### src/rtl/br_wb_arbiter.sv
// Writeback arbiter for the register bank write port, with a pending-write
// scoreboard that the issue stage uses to stall on RAW hazards.
module br_wb_arbiter #(
  parameter int unsigned DATA_W = 32,
  parameter int unsigned ADDR_W = 5
) (
  input  logic                   clk,
  input  logic                   rst_n,
  input  logic                   r0_valid,
  input  logic [ADDR_W-1:0]      r0_addr,
  input  logic [DATA_W-1:0]      r0_data,
  output logic                   r0_ready,
  input  logic                   r1_valid,
  input  logic [ADDR_W-1:0]      r1_addr,
  input  logic [DATA_W-1:0]      r1_data,
  output logic                   r1_ready,
  input  logic                   rsv_en,
  input  logic [ADDR_W-1:0]      rsv_addr,
  input  logic [ADDR_W-1:0]      q1_addr,
  input  logic [ADDR_W-1:0]      q2_addr,
  output logic                   q1_busy,
  output logic                   q2_busy,
  output logic [(1<<ADDR_W)-1:0] pending,
  output logic [ADDR_W-1:0]      a3,
  output logic [DATA_W-1:0]      wd3,
  output logic                   we
);

  localparam int unsigned NREG = 1 << ADDR_W;

  logic            last_grant;
  logic            gnt0_c;
  logic            gnt1_c;
  logic [NREG-1:0] pending_nxt_c;

  // Round-robin grant; last_grant = 1 means requester 1 won most recently.
  always_comb begin
    gnt0_c = 1'b0;
    gnt1_c = 1'b0;
    if (r0_valid && r1_valid) begin
      gnt0_c = last_grant;
      gnt1_c = !last_grant;
    end else begin
      gnt0_c = r0_valid;
      gnt1_c = r1_valid;
    end
  end

  assign r0_ready = gnt0_c;
  assign r1_ready = gnt1_c;

  always_ff @(posedge clk or negedge rst_n) begin
    if (!rst_n) begin
      last_grant <= 1'b1;
    end else if (gnt0_c) begin
      last_grant <= 1'b0;
    end else if (gnt1_c) begin
      last_grant <= 1'b1;
    end
  end

  // Write stage: x0 transfers complete the handshake but never enable the bank.
  always_ff @(posedge clk or negedge rst_n) begin
    if (!rst_n) begin
      a3  <= '0;
      wd3 <= '0;
      we  <= 1'b0;
    end else if (gnt0_c) begin
      a3  <= r0_addr;
      wd3 <= r0_data;
      we  <= (r0_addr != '0);
    end else if (gnt1_c) begin
      a3  <= r1_addr;
      wd3 <= r1_data;
      we  <= (r1_addr != '0);
    end else begin
      we  <= 1'b0;
    end
  end

  // Clear on commit, then set on reservation so a newer owner wins the tie.
  always_comb begin
    pending_nxt_c = pending;
    if (we) begin
      pending_nxt_c[a3] = 1'b0;
    end
    if (rsv_en && (rsv_addr != '0)) begin
      pending_nxt_c[rsv_addr] = 1'b1;
    end
    pending_nxt_c[0] = 1'b0;
  end

  always_ff @(posedge clk or negedge rst_n) begin
    if (!rst_n) begin
      pending <= '0;
    end else begin
      pending <= pending_nxt_c;
    end
  end

  assign q1_busy = pending[q1_addr];
  assign q2_busy = pending[q2_addr];

endmodule
### config.mk
export PLATFORM = sky130hd
export DESIGN_NAME = br_wb_arbiter
export DESIGN_NICKNAME = d
export VERILOG_FILES = /design/src/rtl/br_wb_arbiter.sv
export SDC_FILE = /design/constraint.sdc
export NUM_CORES = 1
export LEC_CHECK = 0
export BUFFER_PORTS_ARGS = -buffer_cell sky130_fd_sc_hd__buf_2
export CORE_MARGIN = 2
export CORE_UTILIZATION = 43
export DETAILED_ROUTE_END_ITERATION = 16
export PLACE_DENSITY = 0.81
export RECOVER_POWER = 50
export SLEW_MARGIN = 20
export SYNTH_ARGS = -nofsm -noshare
export SYNTH_HDL_FRONTEND = slang
export SYNTH_SLANG_ARGS = --single-unit
### constraint.sdc
create_clock -name clk -period 1.7 [get_ports clk]
set_input_delay 0.34 -clock clk [delete_from_list [all_inputs] [get_ports clk]]
set_output_delay 0.34 -clock clk [all_outputs]
set_load 0.05 [all_outputs]
; ---- Word-level counts from Yosys, hierarchy flattened
; Index checks and enable logic that the tools add are counted.
[word_totals]
regBits = 70
input_bits = 94
out_inout_bits = 74
[op_classes]
magnitude_cmp = 6
mux = 20
n_bitwise = 3
n_reduce_logical = 9
[ops]
columns = cell, n
row1 = 32-bit two-way mux, 4
row2 = 32-bit AND, 1
row3 = 32-bit inverter, 1
row4 = 32-bit OR, 1
row5 = 5-bit by 6-bit < comparator with 1-bit output (second input constant), 4
row6 = 5-bit nonzero test, 3
row7 = 1-bit binary-select mux with 5-bit select, 2
row8 = 1-bit demux with 5-bit select, 2
row9 = 5-bit by 1-bit greater-or-equal comparator with 1-bit output (second input constant), 2
row10 = 1-bit two-way mux, 10
row11 = 5-bit two-way mux, 2
row12 = 1-bit logical AND, 4
row13 = 2-bit nonzero test, 1
row14 = 1-bit zero test, 1

; ---- Logic depth before layout (Yosys ltp)
[logic_depth]
ltp_word = 9
ltp_mapped = 7

; ---- Least setup slack after synthesis
; OpenSTA, ideal clock, no wires.
[synth_path]
path_type = register -> output
from = reg pending[7]
to = out q1_busy
t_arrival_ps = 1799
path_slack_ps = -439
stages_incl_launch_ff = 5
path_cell_list = dfrtp_1 > mux4_2 > nand2b_1 > o211ai_1 > nand4_1
[synth_via]
elab_chain_cells = 2
[synth_lines]
columns = item, line_no
row1 = "start, declared", 23  ; output logic [(1<<ADDR_W)-1:0] pending,
row2 = "start signal, assigned", 97  ; pending <= pending_nxt_c;
row3 = 1-bit binary-select mux with 5-bit select, 101  ; assign q1_busy = pending[q1_addr];
row4 = 1-bit two-way mux (implied by the code), 101
row5 = "end, declared", 21  ; output logic q1_busy,
; Every way passes these cells. The select of a mux whose other input is x is not followed.

; ---- Worst setup path in the final report
[layout_path]
from = reg pending[5]
to = out q1_busy
; Same word-level chain as after synthesis.

==> reports/summary.txt <==
Synth cell count leaders: 69 x dfrtp_1, 61 x o21ai_0, 58 x nor2_1, 31 x mux2i_1, 25 x o22ai_1
Slew HR: -0.0109
Ratio of final minimum period to clock period: 1.26
Maximum Capacitance Violations: 1
Setup crit end kind: output pin
Flop pwr share: 0.341
Initial Util: 0.443
Number of inserted diodes: 0
Root buffer cell: clkbuf_8
Combinational share of power: 0.498
Tmin final: 2.14 ns
Hold Startpoint: r1_data[16]
Asr flop ratio synth: 1.00
CTS tree: done
Synth Flop Type: dfrtp_1
Worst-path clk slew: 0.08 ns
DR vias: 3807
GRT Total Usage: 0.252
Fillcell total: 737
Antenna viol nets, final: 0
Post-Synthesis Cells: 375
# IOs: 168
Synth top area cells: dfrtp_1 47%, mux2i_1 8.5%, o21ai_0 8.4%, nor2_1 6.0%, o22ai_1 4.3%
Sequential fraction of the synthesis area: 0.481
Leakage: 2.25 nW
Cell variety after synth: 33
Drc violations: 0
Final slew viol count: 71
Failing checks: max-capacitance violations, max-slew violations, negative setup slack
Final WL: 11700 um
Clock power share: 0.161
Post-DP HPWL: 9090 um
Switching Share: 0.494
Placer Congestion: 0.840
Fin util: 0.602
Initial antenna violation count: 0
Total grt overflow: 0
Drt initial violations: 180
Kind of critical path: reg -> out
Total internal power: 0.00404 W
Post-synth EDFFs: 0
Layout Cells excl Fill: 668
Hold WS: 0.225 ns
Req. time, crit path: 1.36 ns
Buffers on Ports: 166
Hold Path Depth: 3
RSZ-0062 raised after global routing: true
Crit path from: pending[5]$_DFF_PN0_
Fin nets: 653
DR WL/cell: 17.6 um
Number of global-route vias before repair: 3621
Placed cells: 652
Clock latency on the worst-skew pair: 0.34 ns
Via-per-instance ratio: 5.70
Setup violators final: 2
Clk sink count: 70
Syn Area/Cell: 9.71 sq um
Core Box Area: 0.00822 sq mm
Die height: 96.0 um
First-pass GRT wire length: 17700 um
R2r worst-path depth: 5
Largest net degree at the start of global routing: 71
P&R area growth vs syn: 35.9%
Post-synth top area share: 0.474
Cell area after synthesis: 0.00364 sq mm
Site Rows: 33
Pwr Density: 1610 mW/mm^2
P_sw: 0.00394 W
Critical Path AT: 1.80 ns
Number of CTS-inserted buffers: 9
Warnings from Yosys: 0
Total die area: 0.00922 sq mm
Peak supply drop: 0.742 mV
Fin Clk Skew: 0.00868 ns
Slew @ Worst Pin: 1.52 ns
Max Buffers Root-to-Sink: 2
F_max: 0.467 GHz
Crit-path max FO: 4
Layout cells sized above 1: 0.409
Worst reg2reg startpoint: last_grant$_DFFE_PN1P_
Hold Buf Count CTS: 0
HP Class: in -> reg
Most frequent cell after synthesis: dfrtp_1
Crit start category: flop
Status: finished with violations
Htree depth: 3
Syn Nets: 469
Top cell type by total area after synthesis: dfrtp_1
Hold Vio Cnt, Final: 0
Final worst setup slack: -0.439 ns
Die width: 96.0 um
FF+latch count, synth: 70
First-pass iteration count of the detailed router: 4
==> timing repair <==
| action | 4_1_cts | 5_1_grt |
|---|---|---|
| buffers inserted | 0 | 1 |
| pin swaps | 3 | 3 |
| setup endpoints to repair | 3 | 3 |
| resized for setup | 12 | 1 |
==> critical path, stage by stage, from the launching register on <==
cell and delay [ns]:
dfrtp_2 0.44, mux4_2 0.46, nand2b_4 0.15, o211ai_1 0.09
nand4_1 0.14, buf_6 0.19
==> power by group through the flow <==
stage | sequential, W | combinational (W) | clock (W)
CTS | 0.00270 | 0.00400 | 0.00132
floorplan | 0.00428 | 0.00100 | 0
global route | 0.00277 | 0.00421 | 0.00138
finish | 0.00272 | 0.00397 | 0.00129
detailed placement | 0.00273 | 0.00391 | 0
global placement | 0.00267 | 0.00383 | 0
==> state kept, by name, indices dropped and copies added (netlist names) <==
name	count
a3	5
wd3	32
we	1
pending	31
last_grant	1
==> layout make-up <==
| class | instances | area, sq um | area share |
|---|---|---|---|
| clock buffers | 9 | 124 | 0.0250 |
| clock inverters | 6 | 63.8 | 0.0129 |
| inverters | 6 | 26.3 | 0.00531 |
| multi-input cells | 276 | 1800 | 0.364 |
| flip-flops and latches | 70 | 1770 | 0.357 |
| well taps | 105 | 131 | 0.0265 |
| repair buffers | 196 | 1030 | 0.209 |
==> metal layers <==
layer	vias up	GRT usage	wire length (um)
met5	-	0	0
met1	1817	0.298	4640
li1	1746	-	-
met2	214	0.447	5790
met4	0	0.0905	270
met3	30	0.0579	1050
==> worst paths after layout <==
path | end | slack (ns)
worst max-delay path | q1_busy | -0.44
worst max register to register | a3[1]$_DFFE_PN0P_ | 0.15
min in group asynchronous | wd3[0]$_DFFE_PN0P_ | 0.45
worst min-delay path | wd3[16]$_DFFE_PN0P_ | 0.22
worst min register to register | wd3[16]$_DFFE_PN0P_ | 0.52
max in group asynchronous | pending[7]$_DFF_PN0_ | 0.21
==> kinds of logic (layout without fill, tap and decap cells) <==
family	after synthesis	in the layout	share of synthesized area
muxes	37	37	0.122
other	1	1	0.00103
buffers and inverters	29	217	0.0357
DFF	70	70	0.481
AOI/OAI and AO/OA	118	118	0.203
and+or+nand+nor	120	120	0.156
==> cells in the final DEF (no fill, tap or decap), drive strengths merged <==
cell	count
o21ai	62
o221a	13
clkbuf	37
mux2i	31
or3	2
o22ai	25
nand3b	10
bufinv	1
or4	2
dfstp	1
nand2	21
conb	1
or3b	3
or2	1
a21oi	6
mux4	6
o211ai	2
clkinv	3
nand2b	4
nor2b	4
nor2	58
clkinvlp	3
nand4	2
a22oi	4
or4b	1
nand3	12
a211oi	2
inv	5
o2111ai	2
o21a	1
buf	168
o41ai	1
dfrtp	69
==> metrics by stage <==
| stage | setup TNS, ns | power [W] | instance area, sq um | setup slack (ns) |
|---|---|---|---|---|
| final | -0.855 | 0.00798 | 4950 | -0.439 |
| after global routing | -2.48 | 0.00836 | 4950 | -0.485 |
| after CTS | -0.868 | 0.00801 | 4990 | -0.437 |
| after detailed placement | -0.374 | 0.00664 | 4740 | -0.194 |
| after global placement | -0.339 | 0.00650 | 4740 | -0.176 |
| after floorplan | -0.705 | 0.00528 | 3670 | -0.352 |
Note: power is estimated with default switching activity, not from simulation.
